## config.mk

```make
export PLATFORM = sky130hd
export DESIGN_NAME = pp_axi_m_arb
export DESIGN_NICKNAME = d
export VERILOG_FILES = /design/src/rtl/pp_axi_m_arb.sv
export SDC_FILE = /design/constraint.sdc
export NUM_CORES = 1
export LEC_CHECK = 0
export CORE_AREA = 2 2 223 225
export CTS_CLUSTER_DIAMETER = 40
export DETAILED_ROUTE_END_ITERATION = 10
export DIE_AREA = 0 0 225 227
export HOLD_SLACK_MARGIN = 0.08
export PLACE_DENSITY_LB_ADDON = 0.2
export SYNTH_ARGS = -nofsm -noshare
export SYNTH_HDL_FRONTEND = slang
export SYNTH_SLANG_ARGS = --single-unit
export TNS_END_PERCENT = 5
```

## constraint.sdc

```tcl
create_clock -name clk_core -period 1.6 [get_ports clk_core]
set_input_delay 0.16 -clock clk_core [delete_from_list [all_inputs] [get_ports clk_core]]
set_output_delay 0.16 -clock clk_core [all_outputs]
set_load 0.05 [all_outputs]
```

## src/rtl/pp_axi_m_arb.sv

```systemverilog
// Two-requester arbiter onto a single AXI3 master (video fetch = 0, renderer = 1).
// Define PP_ARB_RR_EN for round-robin arbitration; the default build uses fixed priority.
module pp_axi_m_arb #(
    parameter int P_AW  = 32,
    parameter int P_DW  = 64,
    parameter int P_IDW = 4
) (
    input  logic                  clk_core,
    input  logic                  rst_x,
    // requester side
    input  logic [1:0]            i_req,
    input  logic [1:0]            i_wr,
    input  logic [2*P_AW-1:0]     i_adrs,
    input  logic [7:0]            i_len,
    input  logic [2*P_DW-1:0]     i_wdata,
    input  logic [2*P_DW/8-1:0]   i_wstrb,
    output logic [1:0]            o_ack,
    output logic [1:0]            o_wnext,
    output logic [1:0]            o_rvalid,
    output logic [P_DW-1:0]       o_rdata,
    output logic                  o_rlast,
    output logic                  o_busy,
    // AXI3 write address
    output logic [P_IDW-1:0]      o_awid_m,
    output logic [P_AW-1:0]       o_awaddr_m,
    output logic [3:0]            o_awlen_m,
    output logic [2:0]            o_awsize_m,
    output logic [1:0]            o_awburst_m,
    output logic [1:0]            o_awlock_m,
    output logic [3:0]            o_awcache_m,
    output logic [2:0]            o_awprot_m,
    output logic                  o_awuser_m,
    output logic                  o_awvalid_m,
    input  logic                  i_awready_m,
    // AXI3 write data
    output logic [P_IDW-1:0]      o_wid_m,
    output logic [P_DW-1:0]       o_wdata_m,
    output logic [P_DW/8-1:0]     o_wstrb_m,
    output logic                  o_wlast_m,
    output logic                  o_wvalid_m,
    input  logic                  i_wready_m,
    // AXI3 write response
    input  logic [P_IDW-1:0]      i_bid_m,
    input  logic [1:0]            i_bresp_m,
    input  logic                  i_bvalid_m,
    output logic                  o_bready_m,
    // AXI3 read address
    output logic [P_IDW-1:0]      o_arid_m,
    output logic [P_AW-1:0]       o_araddr_m,
    output logic [3:0]            o_arlen_m,
    output logic [2:0]            o_arsize_m,
    output logic [1:0]            o_arburst_m,
    output logic [1:0]            o_arlock_m,
    output logic [3:0]            o_arcache_m,
    output logic [2:0]            o_arprot_m,
    output logic                  o_aruser_m,
    output logic                  o_arvalid_m,
    input  logic                  i_arready_m,
    // AXI3 read data
    input  logic [P_IDW-1:0]      i_rid_m,
    input  logic [P_DW-1:0]       i_rdata_m,
    input  logic [1:0]            i_rresp_m,
    input  logic                  i_rlast_m,
    input  logic                  i_rvalid_m,
    output logic                  o_rready_m
);

    typedef enum logic [2:0] {
        ST_IDLE,
        ST_RADR,
        ST_RDAT,
        ST_WADR,
        ST_WDAT,
        ST_WRSP
    } state_t;

    state_t            state, state_nx;
    logic              r_idx;
    logic [P_AW-1:0]   r_adrs;
    logic [3:0]        r_len;
    logic [3:0]        r_cnt;
    logic              win;
    logic              ack, wnext, rbeat;
    logic              unused_resp;

    // Response codes and IDs are not acted upon.
    assign unused_resp = ^{i_bid_m, i_bresp_m, i_rid_m, i_rresp_m};

`ifdef PP_ARB_RR_EN
    logic r_last;

    always_comb begin
        if (i_req == 2'b11) win = ~r_last;
        else                win = i_req[1];
    end

    always_ff @(posedge clk_core or negedge rst_x) begin
        if (!rst_x)                          r_last <= 1'b0;
        else if (state == ST_IDLE && |i_req) r_last <= win;
    end
`else
    assign win = ~i_req[0];
`endif

    always_ff @(posedge clk_core or negedge rst_x) begin
        if (!rst_x) begin
            state  <= ST_IDLE;
            r_idx  <= 1'b0;
            r_adrs <= '0;
            r_len  <= '0;
            r_cnt  <= '0;
        end else begin
            state <= state_nx;
            if (state == ST_IDLE && |i_req) begin
                r_idx  <= win;
                r_adrs <= win ? i_adrs[2*P_AW-1:P_AW] : i_adrs[P_AW-1:0];
                r_len  <= win ? i_len[7:4] : i_len[3:0];
            end
            if (state == ST_WADR && i_awready_m) r_cnt <= '0;
            else if (wnext)                      r_cnt <= r_cnt + 4'd1;
        end
    end

    always_comb begin
        state_nx = state;
        case (state)
            ST_IDLE: if (|i_req)      state_nx = i_wr[win] ? ST_WADR : ST_RADR;
            ST_RADR: if (i_arready_m) state_nx = ST_RDAT;
            ST_RDAT: if (i_rvalid_m && i_rlast_m) state_nx = ST_IDLE;
            ST_WADR: if (i_awready_m) state_nx = ST_WDAT;
            ST_WDAT: if (i_wready_m && r_cnt == r_len) state_nx = ST_WRSP;
            ST_WRSP: if (i_bvalid_m)  state_nx = ST_IDLE;
            default:                  state_nx = ST_IDLE;
        endcase
    end

    assign o_busy      = (state != ST_IDLE);
    assign o_arvalid_m = (state == ST_RADR);
    assign o_rready_m  = (state == ST_RDAT);
    assign o_awvalid_m = (state == ST_WADR);
    assign o_wvalid_m  = (state == ST_WDAT);
    assign o_bready_m  = (state == ST_WRSP);

    assign ack   = (o_arvalid_m && i_arready_m) || (o_awvalid_m && i_awready_m);
    assign wnext = o_wvalid_m && i_wready_m;
    assign rbeat = o_rready_m && i_rvalid_m;

    assign o_ack    = ack   ? (r_idx ? 2'b10 : 2'b01) : 2'b00;
    assign o_wnext  = wnext ? (r_idx ? 2'b10 : 2'b01) : 2'b00;
    assign o_rvalid = rbeat ? (r_idx ? 2'b10 : 2'b01) : 2'b00;
    assign o_rdata  = i_rdata_m;
    assign o_rlast  = rbeat && i_rlast_m;

    assign o_awid_m    = P_IDW'(r_idx);
    assign o_awaddr_m  = r_adrs;
    assign o_awlen_m   = r_len;
    assign o_awsize_m  = 3'($clog2(P_DW/8));
    assign o_awburst_m = 2'b01;
    assign o_awlock_m  = '0;
    assign o_awcache_m = '0;
    assign o_awprot_m  = '0;
    assign o_awuser_m  = 1'b0;

    assign o_wid_m     = P_IDW'(r_idx);
    assign o_wdata_m   = r_idx ? i_wdata[2*P_DW-1:P_DW] : i_wdata[P_DW-1:0];
    assign o_wstrb_m   = r_idx ? i_wstrb[2*P_DW/8-1:P_DW/8] : i_wstrb[P_DW/8-1:0];
    assign o_wlast_m   = o_wvalid_m && (r_cnt == r_len);

    assign o_arid_m    = P_IDW'(r_idx);
    assign o_araddr_m  = r_adrs;
    assign o_arlen_m   = r_len;
    assign o_arsize_m  = 3'($clog2(P_DW/8));
    assign o_arburst_m = 2'b01;
    assign o_arlock_m  = '0;
    assign o_arcache_m = '0;
    assign o_arprot_m  = '0;
    assign o_aruser_m  = 1'b0;

endmodule

```

# After elaboration in Yosys (flattened, before gate mapping)
# Index checks and enable logic that the tools add are counted.
[word_totals]
regBits = 44
in_bits = 304
output_inout_bits = 264
word_cells = 55
[classes]
n_addsub = 1
magnitude_cmp = 1
n_eq_ne = 12
muxes = 20
n_bitwise = 1
n_reduce_logical = 15
[ops]
columns = ["op", "count"]
rows = [
  ["64-bit two-way mux", 1],
  ["32-bit two-way mux", 1],
  ["3-bit two-way mux", 6],
  ["3-bit case mux with 6 select lines", 1],
  ["4-bit two-way mux", 3],
  ["2-bit two-way mux", 5],
  ["2-bit by 1-bit inequality test with 1-bit output (second input constant)", 5],
  ["1-bit logical AND", 9],
  ["8-bit two-way mux", 1],
  ["3-bit by 2-bit == test with 1-bit output (second input constant)", 2],
  ["3-bit == test (second input constant)", 2],
  ["6-bit AND reduction", 1],
  ["4-bit by 1-bit adder with 4-bit output (second input constant)", 1],
  ["4-bit == test", 1],
  ["3-bit by 1-bit == test with 1-bit output (second input constant)", 1],
  ["3-bit zero test", 1],
  ["3-bit nonzero test", 1],
  ["1-bit by 2-bit less-than comparator with 1-bit output (second input constant)", 1],
  ["1-bit two-way mux", 2],
  ["2-bit inequality test (second input constant)", 1],
  ["2-bit nonzero test", 1],
  ["2-bit OR reduction", 1],
  ["1-bit logical OR", 1],
  ["1-bit NOT", 1],
]

# Longest topological paths before layout
[logic_depth]
ltp_word = 6
ltp_mapped = 5
mapped_depth_nobuf = 3

# Worst setup path after synthesis
# OpenSTA, ideal clock, no wires.
[synth_path]
path_type = "reg-to-output"
from = "register state[1]"
to = "output o_ack[1]"
arrival_ns = 2.788
t_required_ns = 1.440
setup_slack_ns = -1.348
path_stages_with_launch = 5
path_buffers = 1
cell_sequence = "dfrtp_1 > buf_2 > nor3b_1 > a21oi_1 > nor2b_1"
[synth_between]
elab_chain_cells = 4
word_cells_on_any_way = 6
cone_classes = "eq/ne: 2; mux: 1; reduce/logical: 3"
[synth_rtl]
columns = ["element", "line_no", "source"]
rows = [
  ["start: declaration", "77", "state_t state, state_nx;"],
  ["start signal: assignment", "113", "state <= state_nx;"],
  ["3-bit by 1-bit == test with 1-bit output", "138", "assign o_arvalid_m = (state == ST_RADR);"],
  ["named net o_arvalid_m", "57", "output logic o_arvalid_m,"],
  ["1-bit logical AND", "144", "assign ack = (o_arvalid_m && i_arready_m) || (o_awvalid_m && i_awready_m);"],
  ["1-bit logical OR", "144", ""],
  ["2-bit two-way mux", "148", "assign o_ack = ack ? (r_idx ? 2'b10 : 2'b01) : 2'b00;"],
  ["end: declaration", "17", "output logic [1:0] o_ack,"],
]
# The timed path passes the listed nets, and every way through them passes these cells.

# Worst setup path after layout
[layout_path]
from = "register r_idx"
to = "output o_wdata_m[34]"
[layout_between]
elab_chain_cells = 1
[layout_rtl]
columns = ["element", "line_no", "source"]
rows = [
  ["start: declaration", "78", "logic r_idx;"],
  ["start signal: assignment", "115", "r_idx <= win;"],
  ["64-bit two-way mux", "165", "assign o_wdata_m = r_idx ? i_wdata[2*P_DW-1:P_DW] : i_wdata[P_DW-1:0];"],
  ["end: declaration", "37", "output logic [P_DW-1:0] o_wdata_m,"],
]
# No other way between the ends.

==> run_results.csv <==
group,metric,value,unit
outcome,status,"finished, violations left",
outcome,failed_checks,"negative setup slack",
clocking,cts-root-buf,"clkbuf_16",
clocking,cts.clk_slew.worst_paths,0.07,ns
timing,worst_slack,-0.198,ns
logic_synthesis,synth.yosys.seq_area_share,25.6,%
drt,ant_nets,0,
timing,layout_min_cycle_time,1.80,ns
global_route,grt_max_degree,37,
clocking,cts.sinks,44,
floorplanning,die_x,225,um
power,clkPwrFrac,5.8,%
drt,viasPerCell,3.11,
critical_path,setup.worst_path.end_class,"output port",
final_layout,drive_gt1_share,41.8,%
logic_synthesis,synth.distinct_cells,40,
floorplanning,initial_core_util,8.87,%
placement,io_buffers,388,
placement,dp_cells,1373,
clocking,clkLatencyLatePin,0.30,ns
final_layout,diodes,0,
clocking,tritoncts,"done",
drt,routedWlPerCell,20.8,um
global_route,grt_pass1_wl,36600,um
critical_path,cp_data_required_time,1.44,ns
placement,gp_congestion,0.708,
critical_path,critPathBufInv,3,
floorplanning,die_area,51100,sq um
timing,clock_skew,0.00344,ns
drt,vias,4339,
hold_path,hold_class,"in -> out",
global_route,overflow,0,
final_layout,fin_nets,1079,
power,swShare,55.8,%
critical_path,path_common_cell,"buf_12",
critical_path,cpLargestDelayFamily,"flip-flops",
clocking,clockBufferDepth,2,
power,p_switching,0.0108,W
drt,drtIter0Drc,92,
critical_path,critPathArrivalTime,1.64,ns
power,peakVddDrop,1.38,mV
timing,final-hold-violation-count,0,
logic_synthesis,ys_ff_latch,44,
critical_path,critPathMaxStageDelay,0.51,ns
power,pwr-share-seq,12.1,%
critical_path,worst-setup-path-type,"reg -> out",
timing,holdWs,0.320,ns
run,drv_cap,0,
critical_path,cp-start-kind,"register",
final_layout,syn_to_final_growth,112,%
final_layout,num-fill-cells,5398,
critical_path,path_cells,"buf_12 > buf_12 > mux2_4 > buf_12",
clocking,cts_buffers,5,
clocking,cts-htree-levels,2,
logic_synthesis,yosysTopAreaCell,"dfrtp_1",
floorplanning,ioPinCount,568,
timing,final_max_slew_viol_count,0,
power,power.share.combinational,82.1,%
timing,fmax,556,MHz
timing,setup_violations,84,
global_route,grt_pass1_vias,4503,
power,p_int,0.00853,W
placement,detailedPlace.worstSlack,-0.0604,ns
drt,drc,0,
drt,wl,29100,um
placement,dp_hpwl,24400,um
global_route,antenna_found_initial,0,
logic_synthesis,ys_warn_count,0,
critical_path,crit_slowest_cell,"dfrtp_4",
timing,rsz0062_at_grt,"true",
final_layout,stdcell_count,1397,
logic_synthesis,synth_cells,459,
logic_synthesis,synth_area,4300,sq um
final_layout,final_util,18.8,%
floorplanning,num_rows,81,
global_route,grtUsageTotal,10.6,%
power,p_leak,3.75,nW
logic_synthesis,synth.top_cell.area_share,25.6,%
floorplanning,core-area,48500,sq um
power,powerDensity,2120,nW/um^2
logic_synthesis,synth.area.top_cells,"dfrtp_1 (26%), buf_4 (25%), mux2_2 (18%)",
floorplanning,die_h,227,um
timing,fin_crit_sh,112,%
critical_path,worstPathMaxFanout,9,
logic_synthesis,syn_avg_cell_area,9.38,sq um
drt,dr.pass1.iters,4,
-- power by group through the flow --
stage / Combinational (W) / Sequential, W / Clock [W]
after global routing: 0.0165 / 0.00241 / 0.00123
after detailed placement: 0.0147 / 0.00244 / 0
final: 0.0158 / 0.00234 / 0.00112
after CTS: 0.0159 / 0.00237 / 0.00120
after global placement: 0.0147 / 0.00246 / 0
after floorplan: 0.00836 / 0.00364 / 0
-- synthesized netlist by cell type --
| cell type | instances |
|---|---|
| nor2b_1 | 1 |
| or3_1 | 2 |
| mux2i_1 | 37 |
| nand4b_1 | 1 |
| clkbuf_1 | 2 |
| o31ai_1 | 1 |
| nor3b_1 | 1 |
| nand3_1 | 1 |
| nand4bb_4 | 1 |
| nor3_2 | 1 |
| nor3_1 | 1 |
| nand4_1 | 1 |
| or4_1 | 1 |
| and4b_1 | 1 |
| o32ai_1 | 1 |
| nor2_1 | 8 |
| conb_1 | 2 |
| o211ai_1 | 1 |
| a21oi_1 | 77 |
| and2_1 | 5 |
| and4bb_1 | 1 |
| a2bb2oi_1 | 1 |
| buf_6 | 2 |
| dfrtp_1 | 44 |
| nand2_1 | 7 |
| o21ai_0 | 3 |
| inv_1 | 2 |
| and3_1 | 1 |
| nor4_1 | 1 |
| xnor2_1 | 5 |
| clkbuf_4 | 3 |
| ha_1 | 1 |
| buf_4 | 146 |
| mux2_1 | 4 |
| nand2b_1 | 2 |
| or2_1 | 1 |
| mux2_2 | 70 |
| buf_2 | 17 |
| nor3b_2 | 1 |
| o221a_2 | 1 |
-- worst paths after layout --
| kind | from | end | slack [ns] | depth (start not counted) |
|---|---|---|---|---|
| setup / recovery | r_idx | o_wdata_m[34] | -0.20 | 4 |
| hold / removal | i_rdata_m[19] | o_rdata[19] | 0.32 | 0 |
| setup reg to reg | state[2] | o_araddr_m[19] | 0.10 | 5 |
| hold reg to reg | r_cnt[2] | r_cnt[2] | 0.53 | 1 |
| max in group asynchronous | rst_x | o_araddr_m[23] | 0.74 | 3 |
| min in group asynchronous | rst_x | o_araddr_m[1] | 0.33 | 2 |
-- logic make-up (layout without fill, tap and decap cells) --
kind of cell	Yosys count	after routing	synth area share (%)
AO/OA/AOI/OAI	85	85	10.3
XOR/XNOR	5	5	1.02
adder cells (fa/ha/maj)	1	1	0.291
buffers and inverters	172	451	28.8
flip-flops	44	44	25.6
multiplexers	111	111	28.0
other	2	39	0.174
AND/OR/NAND/NOR	39	39	5.81
-- metrics by stage --
stage	TNS, ns	instance area (sq um)	power (W)
6_report	-11.64	9120	0.0193
3_5_place_dp	-1.78	8410	0.0171
5_1_grt	-15.72	9120	0.0202
4_1_cts	-13.84	8990	0.0194
3_3_place_gp	-1.28	8410	0.0172
2_1_floorplan	-1.93	4500	0.0120
-- repair_timing --
action                                 in CTS  in global routing
setup endpoints to repair                 125                120
pin swaps                                   4                  4
buffers inserted                            6                  6
hold buffers                                1                  0
resized for setup                          92                 16
endpoints found under the hold margin      15                  0
gates cloned                                2                  1
-- metal layers --
| layer | up-vias | global-route usage (%) | part of all wire (%) |
|---|---|---|---|
| met3 | 29 | 3.64 | 9.8 |
| met1 | 1947 | 11.8 | 37 |
| met4 | 0 | 2.86 | 1.7 |
| met2 | 328 | 19.2 | 51 |
| li1 | 2035 | - | - |
| met5 | - | 0 | 0 |
-- flip-flops by register name, summed over array words and instances, names as in the netlist --
name	count
state	3
o_araddr_m	32
o_arlen_m	4
r_cnt	4
r_idx	1
-- area by class of cell --
type,instances,area [sq um],share of cell area [%]
clock buffers,7,143,1.56
multi-input cells,280,2260,24.8
flip-flops and latches,44,1110,12.2
well taps,622,778,8.53
inverters,2,7.51,0.0823
clock inverters,1,7.51,0.0823
repair buffers,441,4820,52.8
-- cells in the final DEF, fill, tap and decap left out, types with 5 or more instances in the layout --
master,count
mux2i_1,37
dfrtp_1,39
buf_12,53
conb_1,39
a21oi_1,74
xnor2_1,5
buf_6,52
clkbuf_16,6
clkdlybuf4s50_1,225
mux2_2,61
buf_4,101
mux2_4,12
nand2_1,5
Power figures use the tool's default switching activity.
==> variant, RTL diff (config.mk and constraints unchanged) <==
Change the parameter `P_AW` from 32 to 48.
--- a/src/rtl/pp_axi_m_arb.sv
+++ b/src/rtl/pp_axi_m_arb.sv
@@ -3,3 +3,3 @@
 module pp_axi_m_arb #(
-    parameter int P_AW  = 32,
+    parameter int P_AW  = 48,
     parameter int P_DW  = 64,
Interface: changed (resized i_adrs, o_araddr_m and o_awaddr_m); port bits go from 568 to 632. The function was not compared with the original's and may differ.
==> variant against the original RTL <==
The run still ends with setup timing left. Maximum frequency down 2.1%. Sequential power up 36%. Worst setup slack worse by 0.039 ns. Power up 20%. Cell area up 15%. Routed wire length about the same. Highest routed layer is now met5. Sequential cell count up 16. Combinational power up 15%. Synthesized area up 25%.
==> variant: results (changes against the original RTL) <==
Finish-stage setup viols 82 (-2.4%); max reg flops 48 (+50%); Final #Nets 1239 (+15%); Max IR drop VDD 1.02 mV (-27%); hold depth 3 (+3); max incr delay on CP 0.43 ns (-0.08 ns); Distinct cells, synth 38 (-5.0%); Total Neg Setup Slack -14.72 ns (-3.08 ns); hold_sp i_req[0]; worst setup margin -0.237 ns (-0.0387 ns); Synth area leaders dfrtp_1 (28%), buf_4 (23%), mux2_2 (14%); Worst path top cell family by delay buffers and inverters; drt total wl 29100 um (about the same); Worst EP arrival 1.68 ns (+0.04 ns); dpl ws -0.0509 ns (+0.00949 ns); Clock H-tree levels 3 (+1); post-DP HPWL 24600 um (+0.57%); top post-synthesis cells by count buf_4 (161), mux2_2 (69), a21oi_1 (62); clock latency on the worst-skew pair 0.34 ns (+0.04 ns); first-pass GRT wire length 38400 um (+5.1%); failing checks setup timing; status complete, but fails checks; largest net degree at the start of global routing 36 (-2.7%); final RePlAce weighted congestion 0.709 (+0.17%); Leak 0.00433 uW (+15%); Layout Skew 0.00919 ns (+0.00575 ns)
## variant: changes by cell type after synthesis, moves of 15 or more
cell	delta
a21oi_1	-15
a21oi_2	+48
buf_4	+15
mux2i_1	+17
dfrtp_1	+16
## variant: through the flow
| step | cells | area, um^2 |
|---|---|---|
| 4_1_cts | 1528 | 10400 |
| 5_1_grt | 1528 | 10500 |
| 2_1_floorplan | 580 | 5590 |
| 3_5_place_dp | 1506 | 9810 |
| 6_report | 1528 | 10500 |
| 3_3_place_gp | 1506 | 9810 |
## variant: final cells by class
class	count	area (um^2)
inverter	4	15.0
multi-input combinational	321	2720
fill	5284	38000
tap	622	778
clock inverter	2	10.0
sequential	60	1510
clock buffer	13	260
timing repair buffer	506	5210
## variant: power breakdown
part | switching [uW] | internal, uW
Combinational | 11400 | 6730
Clock | 709 | 1120
Sequential | 891 | 2300
## variant: layer usage
metal	GRT usage	wire length, um	vias to the layer above
met2	0.182	14100	339
li1	-	-	2417
met4	0.0320	542	2
met1	0.126	11600	2369
met5	0.00854	63	-
met3	0.0387	2770	29
## variant: logic make-up (layout without fill, tap and decap cells)
logic type | after synthesis | in the layout | synth area share
multiplexers | 126 | 126 | 0.252
flip-flops | 60 | 60 | 0.280
adder cells (fa/ha/maj) | 1 | 1 | 0.00233
XOR/XNOR | 5 | 5 | 0.00816
other | 2 | 39 | 0.00140
AO/OA/AOI/OAI | 118 | 118 | 0.148
buffers and inverters | 199 | 525 | 0.266
AND/OR/NAND/NOR | 32 | 32 | 0.0420
## variant: worst reg2reg max path: cells and delay by family, from the launching register on
family                 cells  cell delay [ns]
buffers and inverters      2             0.36
AO/OA/AOI/OAI              1             0.09
flip-flops                 1             0.48
AND/OR/NAND/NOR            2             0.43
## variant: path summary, 6_finish.rpt
path | endpoint | slack, ns
max | o_wstrb_m[7] | -0.24
min | r_idx | 0.29
max reg2reg | o_araddr_m[3] | 0.12
min reg2reg | o_araddr_m[36] | 0.56
max in group asynchronous | o_araddr_m[43] | 0.67
min in group asynchronous | o_araddr_m[17] | 0.30
## variant: what timing repair did
item / CTS / global route
pin swaps: 0 / 4
endpoints found under the hold margin: 24 / 0
gates cloned: 1 / 0
setup endpoints to repair: 86 / 87
gates resized for setup: 63 / 28
hold buffers: 1 / 0
setup buffers: 5 / 0
